<file path="src/rtl/ifetch_bridge_pkg.sv">
`default_nettype none
// ============================================================================
//  Module      : ifetch_bridge_pkg
//  Description : Shared FSM encoding and constants for the instruction-fetch
//                bridge.
//  Revision    : 1.0 - initial release
// ============================================================================
package ifetch_bridge_pkg;

    typedef enum logic [1:0] {
        ST_IDLE = 2'd0,
        ST_ADDR = 2'd1,
        ST_WAIT = 2'd2,
        ST_DROP = 2'd3
    } state_t;

    localparam logic [31:0] c_RESET_VEC = 32'hBFC00000;
    localparam logic [4:0]  EXC_ADEL    = 5'h04;

endpackage
`default_nettype wire

</file>
<file path="src/rtl/ifetch_bridge.sv">
`default_nettype none
// ============================================================================
//  Module      : ifetch_bridge
//  Description : Single-outstanding fetch bridge from the PC stage to an
//                sram-like instruction bus, with flush/drop handling.
//                Optional macro IFETCH_ALIGN_CHECK_EN adds the misaligned
//                fetch (AdEL) check and the adel_o port.
//  Revision    : 1.0 - initial release
// ============================================================================
module ifetch_bridge
    import ifetch_bridge_pkg::*;
#(
    parameter int                DATA_W    = 32,
    parameter logic [DATA_W-1:0] RESET_VEC = DATA_W'(c_RESET_VEC)
)(
    input  logic              clk,
    input  logic              rst,
    input  logic [DATA_W-1:0] pc_i,
    input  logic              fetch_en,
    input  logic              flush,
    output logic [DATA_W-1:0] inst_o,
    output logic              inst_valid,
    output logic              stall_o,
`ifdef IFETCH_ALIGN_CHECK_EN
    output logic              adel_o,
`endif
    output logic              bus_req,
    output logic [DATA_W-1:0] bus_addr,
    input  logic              bus_addr_ok,
    input  logic              bus_data_ok,
    input  logic [DATA_W-1:0] bus_rdata
);

    state_t            r_state;
    state_t            w_state_nxt;
    logic              r_drop;
    logic              w_drop_nxt;
    logic [DATA_W-1:0] r_bus_addr;
    logic [DATA_W-1:0] r_inst;
    logic              r_inst_valid;
    logic              w_fetch_go;
    logic              w_capture;
    logic              w_deliver;
`ifdef IFETCH_ALIGN_CHECK_EN
    logic              r_adel;
    logic              w_adel;
`endif

    // No new fetch in the delivery cycle: pc_i there still holds the PC just returned.
    assign w_fetch_go = fetch_en && !flush && !r_inst_valid;

    always_comb begin
        w_state_nxt = r_state;
        w_drop_nxt  = r_drop;
        w_capture   = 1'b0;
        w_deliver   = 1'b0;
`ifdef IFETCH_ALIGN_CHECK_EN
        w_adel      = 1'b0;
`endif
        case (r_state)
            ST_IDLE: begin
                if (w_fetch_go) begin
`ifdef IFETCH_ALIGN_CHECK_EN
                    if (pc_i[1:0] != 2'b00) begin
                        w_adel = 1'b1;
                    end else begin
                        w_capture   = 1'b1;
                        w_state_nxt = ST_ADDR;
                    end
`else
                    w_capture   = 1'b1;
                    w_state_nxt = ST_ADDR;
`endif
                end
            end
            ST_ADDR: begin
                // The address handshake always completes; a flush only dooms the data.
                if (bus_addr_ok) begin
                    w_state_nxt = (r_drop || flush) ? ST_DROP : ST_WAIT;
                    w_drop_nxt  = 1'b0;
                end else if (flush) begin
                    w_drop_nxt  = 1'b1;
                end
            end
            ST_WAIT: begin
                if (bus_data_ok) begin
                    w_deliver   = !flush;
                    w_state_nxt = ST_IDLE;
                end else if (flush) begin
                    w_state_nxt = ST_DROP;
                end
            end
            ST_DROP: begin
                if (bus_data_ok) begin
                    w_state_nxt = ST_IDLE;
                end
            end
            default: w_state_nxt = ST_IDLE;
        endcase
    end

    always_ff @(posedge clk or posedge rst) begin
        if (rst) begin
            r_state      <= ST_IDLE;
            r_drop       <= 1'b0;
            r_bus_addr   <= RESET_VEC;
            r_inst       <= '0;
            r_inst_valid <= 1'b0;
`ifdef IFETCH_ALIGN_CHECK_EN
            r_adel       <= 1'b0;
`endif
        end else begin
            r_state <= w_state_nxt;
            r_drop  <= w_drop_nxt;
            if (w_capture) begin
                r_bus_addr <= pc_i;
            end
`ifdef IFETCH_ALIGN_CHECK_EN
            r_adel       <= w_adel;
            r_inst_valid <= w_deliver || w_adel;
            if (w_deliver) begin
                r_inst <= bus_rdata;
            end else if (w_adel) begin
                r_inst <= '0;
            end
`else
            r_inst_valid <= w_deliver;
            if (w_deliver) begin
                r_inst <= bus_rdata;
            end
`endif
        end
    end

    assign bus_req    = (r_state == ST_ADDR);
    assign bus_addr   = r_bus_addr;
    assign inst_o     = r_inst;
    assign inst_valid = r_inst_valid;
    assign stall_o    = !r_inst_valid &&
                        ((r_state != ST_IDLE) || (fetch_en && !flush));
`ifdef IFETCH_ALIGN_CHECK_EN
    assign adel_o     = r_adel;
`endif

endmodule
`default_nettype wire

</file>
<file path="config.mk">
export PLATFORM = sky130hd
export DESIGN_NAME = ifetch_bridge
export DESIGN_NICKNAME = d
export VERILOG_FILES = /design/src/rtl/ifetch_bridge_pkg.sv /design/src/rtl/ifetch_bridge.sv
export SDC_FILE = /design/constraint.sdc
export NUM_CORES = 1
export LEC_CHECK = 0
export BUFFER_PORTS_ARGS = -buffer_cell sky130_fd_sc_hd__buf_2
export CAP_MARGIN = 10
export CORE_UTILIZATION = 35
export DETAILED_ROUTE_END_ITERATION = 16
export GPL_TIMING_DRIVEN = 1
export PLACE_DENSITY = 0.63
export SYNTH_ARGS = -nofsm -noshare
export SYNTH_HDL_FRONTEND = slang
export SYNTH_SLANG_ARGS = --single-unit
export TNS_END_PERCENT = 5
</file>
<file path="constraint.sdc">
create_clock -name clk -period 3.6 [get_ports clk]
set_input_delay 0.72 -clock clk [delete_from_list [all_inputs] [get_ports clk]]
set_output_delay 0.72 -clock clk [all_outputs]
set_load 0.02 [all_outputs]
</file>
==> results of run 1 <==
==> metrics by stage <==
stage	utilization (%)	hold slack [ns]	cell area, µm²
finish	49.4	0.503	3660
global route	49.4	0.520	3660
CTS	49.4	0.508	3660
detailed placement	46.7	0.488	3460
global placement	46.7	0.484	3460
floorplan	-	0.493	2750
==> cells by family after synthesis <==
family	Yosys count
buffers and inverters	10
AOI/OAI and AO/OA	5
and+or+nand+nor	8
DFF	68
muxes	65
==> layer usage <==
layer | wire [µm] | share of wire [%]
met1 | 2420 | 45
met2 | 2320 | 43
met3 | 594 | 11
met4 | 75 | 1.4
met5 | 0 | 0
==> final timing paths <==
kind,start,endpoint,slack (ns)
max in group asynchronous,rst,inst_o[28]$_DFFE_PP0P_,2.41
hold reg to reg,inst_o[20]$_DFFE_PP0P_,inst_o[20]$_DFFE_PP0P_,0.50
setup / recovery,flush,stall_o,1.55
hold / removal,inst_o[20]$_DFFE_PP0P_,inst_o[20]$_DFFE_PP0P_,0.50
setup reg to reg,r_state[1]$_DFFE_PP0P_,inst_o[18]$_DFFE_PP0P_,1.74
min in group asynchronous,rst,bus_addr[8]$_DFFE_PP0P_,0.63
==> layout by cell type, fill, tap and decap left out <==
cell type,instances
sky130_fd_sc_hd__a21oi_1,4
sky130_fd_sc_hd__a221oi_1,1
sky130_fd_sc_hd__and4bb_2,1
sky130_fd_sc_hd__buf_2,136
sky130_fd_sc_hd__buf_4,1
sky130_fd_sc_hd__bufinv_16,1
sky130_fd_sc_hd__clkbuf_8,10
sky130_fd_sc_hd__clkinv_2,2
sky130_fd_sc_hd__clkinv_4,1
sky130_fd_sc_hd__clkinvlp_4,2
sky130_fd_sc_hd__dfrtp_1,59
sky130_fd_sc_hd__dfstp_2,9
sky130_fd_sc_hd__inv_2,1
sky130_fd_sc_hd__mux2_2,34
sky130_fd_sc_hd__mux2_4,30
sky130_fd_sc_hd__mux2i_1,1
sky130_fd_sc_hd__nand2_1,1
sky130_fd_sc_hd__nand2b_2,1
sky130_fd_sc_hd__nor2_1,1
sky130_fd_sc_hd__nor2b_1,1
sky130_fd_sc_hd__nor4_1,1
sky130_fd_sc_hd__or3_2,1
sky130_fd_sc_hd__or4_4,1
==> flip-flops by register name (all words and copies together), names as in the netlist <==
signal      flops
r_state         2
bus_addr       32
r_drop          1
inst_valid      1
inst_o         32
==> layout make-up <==
| class | instances | area share, % |
|---|---|---|
| flip-flops and latches | 68 | 46.8 |
| clock buffers | 10 | 3.76 |
| inverters | 1 | 0.102 |
| multi-input cells | 78 | 25.5 |
| well taps | 99 | 3.38 |
| clock inverters | 6 | 1.74 |
| repair buffers | 137 | 18.8 |
==> power by group through the flow <==
stage	registers, µW	logic (µW)	clock network [µW]
detailed placement	1390	1520	0
floorplan	1830	597	0
global route	1440	1590	676
CTS	1380	1520	646
finish	1380	1500	619
global placement	1370	1500	0
==> worst max-delay path, delay by kind of cell <==
family          cells  cell delay [ns]
buf+inv             2             0.29
simple gates        1             0.18
compound gates      1             0.13
==> impl.org, run 1 <==
** Critical path
- For the worst setup path, the data arrival time is 1.33 ns.
- CP Capture Type :: output pin
- Worst stage delay on the critical path :: 0.18 ns
- Critical Path Fanout Max :: 5
- Required time at the worst-slack endpoint :: 2.88 ns
- The largest individual stage delay along the critical path comes from the cell sky130_fd_sc_hd__nand2b_2.
- The worst setup path is launched from an input pin.
- Cell repeated most along the worst path :: sky130_fd_sc_hd__buf_2
- CP Cell Sequence :: buf_2 > nand2b_2 > a21oi_1 > buf_2
- Kind of critical path :: input pin to output pin
- Number of cells traversed by the worst register-to-register path :: 2

** Place
- RePlAce Congestion :: 0.714
- At the placement stage, the worst setup path has a slack of 1.32 ns.
- The HPWL after detailed placement is 3.79 mm.
- Number of port buffers :: 136
- Placed Cells :: 383

** Final layout
- Area of all sequential standard cells :: 1710 µm²
- Number of inserted filler cells in the final layout :: 681
- Ant. Diodes :: 0
- In the final layout, the multi-input gates occupy 932 µm².
- After the last flow step, the layout net total stands at 365.
- After the flow finishes, the layout carries non-filler instances totaling 399.
- Cells with a size suffix above 1 make up 77.0% of the layout.
- The area growth from synthesis to layout is 33.2%.

** Die
- The die covers 8220 µm².
- For this design the top-level I/O count stands at 137.
- In this run the vertical extent of the chip is 90.6 µm.
- Initial core utilization :: 37.1%
- The core region is 7410 µm².
- FP Rows :: 31
- The floorplan step set the die width to 90.6 µm.

** Clocking
- Number of buffers inserted to repair setup after CTS :: 0
- Maximum clock path buffer count :: 2
- Root buffer selected by CTS :: sky130_fd_sc_hd__clkbuf_8
- TritonCTS clock tree :: built
- Number of buffers added by the clock tree synthesis step :: 9
- CTS clk-pin slew, worst paths :: 0.07 ns
- Count of instances resized after the clock tree is built :: 0
- Number of buffers added to fix hold violations after cts :: 0
- CTS saw 68 sinks.
- The H-tree generated during clock tree synthesis spans 3 levels.
- At the later pin of the worst-skew pair, clock insertion delay measures 0.33 ns.

** STA
- Slew HR :: 43.8%
- Total setup violations reported at the end of the flow :: 0
- Period Utilization, post-route :: 56.9%
- Setup tns final :: 0 ns
- The worst path meets setup with 1.55 ns of slack.
- Setup repair after global routing left no endpoint under its margin.
- At the pin with the least slew margin, the transition time is 0.843 ns.
- The smallest clock period supported by the final layout is computed as 2.05 ns.
- Final hold vios :: 0
- For this run, the top clock speed supported by timing is 0.489 GHz.
- Pins Over Slew Limit :: 0
- The clock arrives with 0.00857 ns of skew.

** GRT
- The first global-routing pass estimated 9.05 mm of wire.
- For met3 alone, demand over resource in global routing was 5.39%.
- The layer flagged by global routing as most heavily used is met2.
- Maximum number of pins on one net before global-route repair :: 69
- The number of global-route vias before repair was 1886.
- Leftover overflow at the end of global routing :: 0
- In the global route stage, overall resource usage came out at 14.0%.
- Antenna violations before repair :: 0
- Grt met1 use :: 18.6%
- Met2 demand-to-capacity share in global routing :: 20.0%

** Pwr
- In this run the static leakage power is 0.00192 µW.
- In this run switching power makes up 36.7% of total power.
- Reg power frac :: 39.4%
- The worst-case IR drop observed on VDD is 0.000406 V.
- P_sw :: 1280 µW
- The design draws 3500 µW.
- Dividing total power by cell area gives a power density of 955 nW/µm².
- P_int :: 2210 µW
- Clock group share of total power :: 17.7%
- In this run, the combinational gates consume 42.9% of the power.

** Yosys
- Dominant synthesized flop cell :: sky130_fd_sc_hd__dfrtp_1
- Share of the yosys chip area belonging to registers :: 62.3%
- Synth area leaders :: sky130_fd_sc_hd__dfrtp_1 54%, sky130_fd_sc_hd__mux2_4 16%, sky130_fd_sc_hd__mux2_2 14%
- Combinational family with the most area after synthesis :: multiplexers
- The cell area that synthesis handed to floorplanning was 2750 µm².
- Summing the areas of all compound-gate instances in the mapped netlist gives 1.05% of the synthesized area.
- Counting every instance in the synthesized netlist gives 156.
- For this run, asynchronously set or reset flops after synthesis account for 100%.
- Most numerous cell in the Yosys netlist :: sky130_fd_sc_hd__dfrtp_1
- Summing the areas of all fa, ha and maj instances in the mapped netlist gives 0% of the synthesized area.
- Yosys mapped the design onto 20 distinct sky130hd cell types.
- Average cell area after synthesis :: 17.6 µm²
- Top cells by instance count after synthesis :: 59 x sky130_fd_sc_hd__dfrtp_1, 34 x sky130_fd_sc_hd__mux2_2, 30 x sky130_fd_sc_hd__mux2_4
- Post-synthesis share of cell area spent on xor and xnor gates :: 0%
- When the netlist entered floorplanning its net count stood at 226.
- Multiplexer cells account for 30.7% of the synthesized area.
- Post-synth EDFFs :: 0
- The synthesized netlist devotes 2.18% of its cell area to simple gates.
- Synthesis inferred 68 register bits.
- Cell type contributing the most total cell area after synthesis :: sky130_fd_sc_hd__dfrtp_1
- Post-synth top area share :: 53.7%
- Count of warnings emitted by yosys :: 0

** Min path
- Instance count along the most critical hold path :: 1
- The worst hold path belongs to the class flip-flop to flip-flop.

** Routing
- Post-detailed-route wirelength per cell :: 13.6 µm
- After detailed routing, the number of vias per cell comes to 4.51.
- In the routed design, unresolved DRC markers number 0.
- Routed vias :: 1799
- For this run, the detailed router's first-pass iteration total came to 4.
- The detailed router finished its first iteration with 19 violations.
- Summed over all layers, the routed wires come to 5.41 mm.
- The detail route stage leaves a number of antenna-violating nets equal to 0.

** Flow run
- Across the run, the number of max-cap violations was 0.

** Outcome
- Status :: complete, no violations
Power figures use the tool's default switching activity.
==> run 2: changes to the inputs <==
--- a/config.mk
+++ b/config.mk
@@ -5,12 +5,13 @@
 export SDC_FILE = /design/constraint.sdc
 export NUM_CORES = 1
 export LEC_CHECK = 0
+export ABC_AREA = 1
 export BUFFER_PORTS_ARGS = -buffer_cell sky130_fd_sc_hd__buf_2
 export CAP_MARGIN = 10
 export CORE_UTILIZATION = 35
 export DETAILED_ROUTE_END_ITERATION = 16
 export GPL_TIMING_DRIVEN = 1
-export PLACE_DENSITY = 0.63
+export PLACE_DENSITY = 0.65
 export SYNTH_ARGS = -nofsm -noshare
 export SYNTH_HDL_FRONTEND = slang
 export SYNTH_SLANG_ARGS = --single-unit
==> constraint.sdc (replaced) <==
create_clock -name clk -period 1.7 [get_ports clk]
set_input_delay 0.34 -clock clk [delete_from_list [all_inputs] [get_ports clk]]
set_output_delay 0.34 -clock clk [all_outputs]
set_load 0.02 [all_outputs]
==> run 2 against run 1 <==
Worst hold slack lost 0.45 ns; critical endpoint unchanged; area after synthesis grew 3.7%; highest routed layer unchanged; non-clock buffer count grew 7; sequential share of layout area shrank 2.4 points; first-iteration DRC count grew to 3.3 times the previous value; register-to-register slack lost 1.3 ns.
==> impl.org, run 2 <==
** Die
- I/O pin total :: 137 (unchanged)
- The placeable core region is 7810 µm² (+5.4%).
- Total die area :: 8520 µm² (+3.7%)
- Vertical die dimension :: 92.3 µm (+1.8%)
- The number of placement rows is 32 (+3.2%).
- Initial core utilization :: 36.5% (-0.58 points)
- Die Span X :: 92.3 µm (+1.8%)

** Pwr
- The net load switching power came to 2920 µW (+130%).
- Fraction of power spent switching nets :: 41.0% (+4.3 points)
- The sequential share of power came to 39.5% (about the same).
- P_int :: 4200 µW (+90%)
- Clock group share of total power :: 18.2% (+0.5 points)
- Ratio of total power to cell area :: 1850 nW/µm² (+93%)
- The largest vdd supply drop was 0.000722 V (+78%).
- The static power due to leakage is 0.00228 µW (+19%).
- Gate power share :: 42.3% (-0.6 points)

** Critical path
- Signal arrival time at the worst endpoint :: 1.24 ns (-0.09 ns)
- Kind of critical path :: flip-flop to output pin
- In this run the worst setup path begins at r_state[0]$_DFFE_PP0P_.
- CP Capture Type :: output pin
- CP Launch Type :: flip-flop
- The required arrival time at the worst endpoint is 1.36 ns (-1.52 ns).
- In this run the critical register-to-register path is launched from r_state[0]$_DFFE_PP0P_.
- The maximum net fanout on the critical path was 6 (+1).

** STA
- Total setup violations reported at the end of the flow :: 0 (unchanged)
- Period Utilization, post-route :: 93.1%
- Pins Over Slew Limit :: 0 (unchanged)
- RSZ-0062 raised after global routing :: false
- Slew HR :: 65.8% (+22 points)
- The final setup TNS was 0 ns (unchanged).
- The slew of the pin with the lowest slew margin was 0.512 ns (-0.331 ns).
- The worst path needs 1.58 ns of the cycle, external delays included.
- Timing would allow up to 0.632 GHz.
- Final hold vios :: 0 (unchanged)
- Worst clock skew :: 0.0158 ns (+0.00723 ns)

** Yosys
- Top cells by instance count after synthesis :: 144 x sky130_fd_sc_hd__nand2_1, 59 x sky130_fd_sc_hd__dfrtp_1, 41 x sky130_fd_sc_hd__inv_1
- Dominant synthesized flop cell :: sky130_fd_sc_hd__dfrtp_1
- Synth area leaders :: sky130_fd_sc_hd__dfrtp_1 52%, sky130_fd_sc_hd__nand2_1 19%, sky130_fd_sc_hd__dfstp_2 8.3%
- Share of synthesized flip-flops with an asynchronous set or reset :: 100% (unchanged)
- Count of warnings emitted by yosys :: 0 (unchanged)
- Distinct cell type count of the synthesized netlist :: 15 (-25%)
- Post-synth top area share :: 51.8% (-1.9 points)
- The fraction of the yosys area taken by sequential cells is 60.0% (-2.2 points).
- The number of nets in the synthesized netlist is 383 (+69%).
- The synthesized design spends more area on one cell type than any other, namely sky130_fd_sc_hd__dfrtp_1.
- The average cell area after synthesis was 9.11 µm² (-48%).
- The count of flip-flops with a built-in enable after synthesis came to 0 (unchanged).
- Cell count after synthesis :: 313 (+100%)
- The count of state elements after synthesis was 68 (unchanged).
- Synthesized cell area :: 2850 µm² (+3.7%)
- Most numerous cell in the Yosys netlist :: sky130_fd_sc_hd__nand2_1

** Final layout
- Commonest non-fill, non-tap cell in the layout :: sky130_fd_sc_hd__nand2_1
- Most frequent cells in the layout :: 144 x sky130_fd_sc_hd__nand2_1, 136 x sky130_fd_sc_hd__buf_2, 59 x sky130_fd_sc_hd__dfrtp_1, 40 x sky130_fd_sc_hd__inv_1, 24 x sky130_fd_sc_hd__o21ai_2
- The final standard cell area without fillers is 3860 µm² (+5.4%).
- The share of cells above drive strength 1 was 43.2% (-34 points).
- The count of nets after finishing came to 526 (+44%).
- The antenna diode count was 0 (unchanged).
- Area grow syn2layout :: 35.3%

** Routing
- Drt first-iter violations :: 62 (+43)
- Post-route DRC violation count :: 0 (unchanged)
- Routed WL :: 6.12 mm (+13%)
- Initial DRT Pass Iterations :: 4 (unchanged)
- Post-detailed-route count of antenna-violating nets :: 0 (unchanged)
- The via density per instance came to 4.22 (-6.5%).
- The via count came to 2374 (+32%).
- Post-detailed-route wirelength per cell :: 10.9 µm (-20%)

** Clocking
- Number of buffers added to fix hold violations after cts :: 0 (unchanged)
- Number of buffers inserted to repair setup after CTS :: 0 (unchanged)
- CTS clk-pin slew, worst paths :: 0.06 ns (about the same)
- The number of gates given a new drive strength after cts is 0 (unchanged).
- TritonCTS clock tree :: built
- Number of buffers added by the clock tree synthesis step :: 9 (unchanged)
- The root buffer cell chosen for the clock tree is sky130_fd_sc_hd__clkbuf_8.
- The number of H-tree levels is 3 (unchanged).
- Worst-skew pair later-pin latency :: 0.34 ns (about the same)
- Sink Count :: 68 (unchanged)
- The number of buffers on the longest clock path is 2 (unchanged).

** GRT
- Antenna violations before repair :: 0 (unchanged)
- Maximum number of pins on one net before global-route repair :: 65 (-5.8%)
- The first-pass GRT wire length came to 10.1 mm (+12%).
- The number of global-route vias before repair came to 2337 (+24%).
- GR Util All Layers :: 15.1% (+1.1 points)
- Leftover overflow at the end of global routing :: 0 (unchanged)

** Outcome
- Status :: complete, no violations

** Min path
- Class of the worst hold path :: input pin to asynchronous set/reset pin

** Flow run
- The number of violations of the max-capacitance limit came to 0 (unchanged).

** Place
- The final weighted congestion of routability-driven global placement is 0.743 (+4.1%).
- The standard cell area after detailed placement was 3660 µm² (+5.9%).
- The post-detailed-placement half-perimeter wirelength was 4.54 mm (+20%).
- The count of buffers from port buffering is 136 (unchanged).
## run 2: cell families (layout without fill, tap and decap cells)
group                  Yosys count  count (layout)  synth area share [%]
DFF                             68              68                  60.0
buffers and inverters           56             204                  9.21
and+or+nand+nor                155             155                  21.6
AOI/OAI and AO/OA               34              34                  9.12
## run 2: final cells by class
class / instances / area, µm²
Fill cell: 772 / 3950
Sequential cell: 68 / 1710
Multi-Input combinational cell: 189 / 877
Timing Repair Buffer: 144 / 778
Inverter: 44 / 169
Clock buffer: 11 / 141
Tap cell: 102 / 128
Clock inverter: 5 / 52.6
## run 2: path summary, 6_finish.rpt
path / cells after the start / endpoint / slack, ns
max in group asynchronous: 3 / bus_addr[23]$_DFFE_PP1P_ / 1.09
worst max-delay path: 3 / stall_o / 0.12
min in group clk: 3 / inst_o[10]$_DFFE_PP0P_ / 0.20
worst min register to register: 2 / inst_o[18]$_DFFE_PP0P_ / 0.47
worst max register to register: 5 / bus_addr[10]$_DFFE_PP0P_ / 0.42
worst min-delay path: 2 / r_drop$_DFFE_PP0P_ / 0.05
## run 2: power by group through the flow
stage,Clock [µW],Sequential (µW),Combinational [µW]
floorplan,0,3720,1140
global placement,0,2820,3010
detailed placement,0,2830,3060
CTS,1340,2820,3060
global route,1400,2910,3330
finish,1290,2810,3010
## run 2: metrics by stage
step	cells	hold slack (ns)	setup WS, ns	power, µW	utilization, %
finish	563	0.0497	0.117	7120	49.4
global route	563	0.0701	0.0505	7630	49.4
CTS	563	0.0548	0.0868	7220	49.4
detailed placement	547	0.414	0.260	5890	46.9
global placement	547	0.417	0.320	5820	46.9
floorplan	313	0.447	0.347	4860	-
## run 2: worst max-delay path: stages (launching register included)
cell and delay (ns):
sky130_fd_sc_hd__dfrtp_1 0.44, sky130_fd_sc_hd__nor2_2 0.23, sky130_fd_sc_hd__a21oi_1 0.09, sky130_fd_sc_hd__buf_2 0.16
## run 2: layer usage
layer	global-route usage, %	share of wire [%]	vias to the layer above	wire length [µm]
met5	0	0	-	0
met4	6.64	1.7	0	107
met3	4.06	5.8	8	356
met2	25.9	49	72	2970
met1	17.6	44	1074	2690
li1	-	-	1220	-
==> run 3: changes to the inputs <==
--- a/config.mk
+++ b/config.mk
@@ -11,7 +11,7 @@
 export CORE_UTILIZATION = 35
 export DETAILED_ROUTE_END_ITERATION = 16
 export GPL_TIMING_DRIVEN = 1
-export PLACE_DENSITY = 0.65
+export PLACE_DENSITY = 0.68
 export SYNTH_ARGS = -nofsm -noshare
 export SYNTH_HDL_FRONTEND = slang
 export SYNTH_SLANG_ARGS = --single-unit
==> constraint.sdc (replaced) <==
create_clock -name clk -period 1.7 [get_ports clk]
set_input_delay 0.255 -clock clk [delete_from_list [all_inputs] [get_ports clk]]
set_output_delay 0.255 -clock clk [all_outputs]
set_load 0.02 [all_outputs]
==> run 3 against run 2 <==
The flow now finishes with violations (negative hold slack); worst hold slack got worse by 0.063 ns; setup slack improved by 0.068 ns; first-iteration DRC count rose by 39%.
==> impl.org, run 3 (synthesis results as in run 2) <==
** GRT
- GR Util met3 :: 2.82% (-1.2 points)
- Met2 demand-to-capacity share in global routing :: 26.2% (+0.25 points)
- Antenna violations before repair :: 0 (unchanged)
- The overall routing resource usage was 15.7% (+0.58 points).
- Grt met1 use :: 19.1% (+1.5 points)
- The pin count of the biggest net entering global routing is 69 (+6.2%).
- First-pass GRT wire length :: 10.4 mm (+3.3%)
- Peak-usage layer in the global routing report :: met2
- Leftover overflow at the end of global routing :: 0 (unchanged)
- Number of global-route vias before repair :: 2361 (+1.0%)

** Pwr
- The internal cell power came to 4230 µW (+0.63%).
- Post-layout power :: 7160 µW (+0.59%)
- The static power due to leakage was 0.00226 µW (-1.1%).
- Gate power share :: 41.7% (-0.6 points)
- The net load switching power is 2940 µW (+0.54%).
- Ratio of total power to cell area :: 1880 nW/µm² (+1.7%)
- Peak VDD IR :: 0.000808 V (+12%)
- The share of total power consumed by net switching came to 41.0% (about the same).
- The part of the power in the clock network came to 18.7% (+0.5 points).
- Reg power frac :: 39.6% (about the same)

** Min path
- Class of the worst hold path :: input pin to asynchronous set/reset pin

** STA
- Setup tns final :: 0 ns (unchanged)
- Setup repair after global routing left no endpoint under its margin.
- The number of hold-slack violations in the final timing report came to 2 (+2).
- The total setup violations reported at the end of the flow was 0 (unchanged).
- The maximum clock rate is 0.660 GHz (+4.5%).
- Worst clock skew :: 0.00633 ns (-0.00947 ns)
- Tmin final :: 1.52 ns (-0.0682 ns)
- Pins Over Slew Limit :: 0 (unchanged)
- The final worst hold slack came to -0.0129 ns (-0.0626 ns).
- The relative slew slack is 66.4% (+0.60 points).
- Period Utilization, post-route :: 89.1% (-4.0 points)
- Pin slew with the least headroom to its limit :: 0.504 ns (-0.00866 ns)

** Critical path
- The critical path goes through nor2_2 > a21oi_1 > buf_2.
- Signal arrival time at the worst endpoint :: 1.26 ns (+0.02 ns)
- The setup path with the least slack is of type flip-flop to output pin.
- In this run the critical register-to-register path is launched from r_state[0]$_DFFE_PP0P_.
- R2R Setup Slk :: 0.32 ns (-0.10 ns)
- Worst stage delay on the critical path :: 0.45 ns (about the same)
- Critical Path Fanout Max :: 6 (unchanged)
- Required time at the worst-slack endpoint :: 1.44 ns (+0.08 ns)
- The worst reg2reg path depth came to 7 (+2).
- Highest-delay cell along the critical path :: sky130_fd_sc_hd__dfrtp_1
- CP Capture Type :: output pin
- In this run the critical register-to-register path is captured at inst_o[16]$_DFFE_PP0P_.
- CP Launch Type :: flip-flop

** Final layout
- The antenna diode count was 0 (unchanged).
- The total of fill cells in the finished design was 782 (+1.3%).
- Area of combinational cells with multiple inputs :: 877 µm² (unchanged)
- Total number of nets in the final design :: 521 (-0.95%)
- Most frequent cells in the layout :: 144 x sky130_fd_sc_hd__nand2_1, 136 x sky130_fd_sc_hd__buf_2, 59 x sky130_fd_sc_hd__dfrtp_1, 40 x sky130_fd_sc_hd__inv_1, 24 x sky130_fd_sc_hd__o21ai_2
- Share of cells above drive strength 1 :: 42.5% (-0.62 points)
- Leaving out fill and tap cells, the most frequent cell in the layout is sky130_fd_sc_hd__nand2_1.
- From synthesis to final layout, the design area changed by 33.8%.
- The register area came to 1710 µm² (unchanged).
- Final Instance Count excl. Fillers :: 558 (-0.89%)

** Die
- The die span in x is 92.3 µm (unchanged).
- The placeable core region is 7810 µm² (unchanged).
- Vertical die dimension :: 92.3 µm (unchanged)
- I/O pin total :: 137 (unchanged)
- The number of placement rows is 32 (unchanged).
- Total die area :: 8520 µm² (unchanged)
- The starting density of the core was 36.5% (unchanged).

** Clocking
- Count of instances resized after the clock tree is built :: 0 (unchanged)
- Sink Count :: 68 (unchanged)
- Root buffer selected by CTS :: sky130_fd_sc_hd__clkbuf_8
- The clock-pin transition on the worst setup and hold timing paths came to 0.07 ns (about the same).
- Worst-skew pair later-pin latency :: 0.33 ns (about the same)
- TritonCTS built the clock tree.
- Number of buffers added to fix hold violations after cts :: 0 (unchanged)
- The number of setup buffers added after CTS came to 0 (unchanged).
- The number of H-tree levels is 3 (unchanged).
- Maximum clock path buffer count :: 2 (unchanged)
- Number of buffers added by the clock tree synthesis step :: 9 (unchanged)

** Routing
- DR vias/cell :: 4.25 (+0.77%)
- Post-detailed-route wirelength per cell :: 11.0 µm (+1.3%)
- Routed WL :: 6.15 mm (+0.44%)
- Initial DRT Pass Iterations :: 4 (unchanged)
- Post-route DRC violation count :: 0 (unchanged)
- The remaining number of nets flagged by the antenna check after routing is 0 (unchanged).
- Routed vias :: 2371 (-0.13%)
- Drt first-iter violations :: 86 (+39%)

** Outcome
- The flow ran to the end, but the final reports show violations.
- Violations in the final reports :: negative hold slack

** Place
- The count of buffers from port buffering is 136 (unchanged).
- The post-detailed-placement half-perimeter wirelength came to 4.34 mm (-4.5%).
- The count of placed standard cells including taps is 542 (-0.91%).
- The final weighted congestion of routability-driven global placement came to 0.730 (-1.9%).

** Flow run
- Total of max-cap violations :: 0 (unchanged)
==> run 3: power by group through the flow <==
stage               sequential (µW)  clock [µW]  combinational [µW]
global route                   2930        1460                3310
global placement               2820           0                2980
detailed placement             2840           0                3050
floorplan                      3720           0                1140
finish                         2840        1340                2990
CTS                            2840        1390                3040
==> run 3: final cells by class <==
class	instances	area share, %
Clock inverter	4	1.25
Multi-Input combinational cell	189	23.0
Tap cell	102	3.34
Clock buffer	12	4.06
Sequential cell	68	44.9
Inverter	44	4.42
Timing Repair Buffer	139	19.1
==> run 3: metal layers <==
metal,vias up,routed length [µm]
met1,1077,2720
met3,12,261
li1,1208,-
met5,-,0
met2,74,3030
met4,0,142
==> run 3: through the flow <==
stage                     hold WS (ns)  setup WS, ns  instance area (µm²)  util, %
after floorplan                  0.362         0.432                 2860        -
after global placement           0.385         0.345                 3610     46.3
after detailed placement         0.392         0.300                 3610     46.3
after CTS                       0.0176         0.163                 3820     48.9
after global routing            0.0261         0.117                 3820     48.9
final                          -0.0129         0.185                 3820     48.9
==> run 3: how the worst max path moves through the flow <==
stage | startpoint | end | slack [ns] | depth (start not counted)
floorplan | inst_valid$_DFF_PP0_ | stall_o | 0.43 | 3
global placement | r_state[0]$_DFFE_PP0P_ | inst_o[18]$_DFFE_PP0P_ | 0.34 | 7
global route | inst_valid$_DFF_PP0_ | stall_o | 0.12 | 4
CTS | r_state[0]$_DFFE_PP0P_ | stall_o | 0.16 | 3
finish | r_state[0]$_DFFE_PP0P_ | stall_o | 0.18 | 3
detailed placement | r_state[0]$_DFFE_PP0P_ | inst_o[16]$_DFFE_PP0P_ | 0.30 | 7
==> run 3: worst max-delay path: cells and delay by family, from the launching register on <==
family,cells,cell delay [ns]
flip-flops,1,0.45
AND/OR/NAND/NOR,1,0.22
buffers and inverters,1,0.16
AO/OA/AOI/OAI,1,0.10
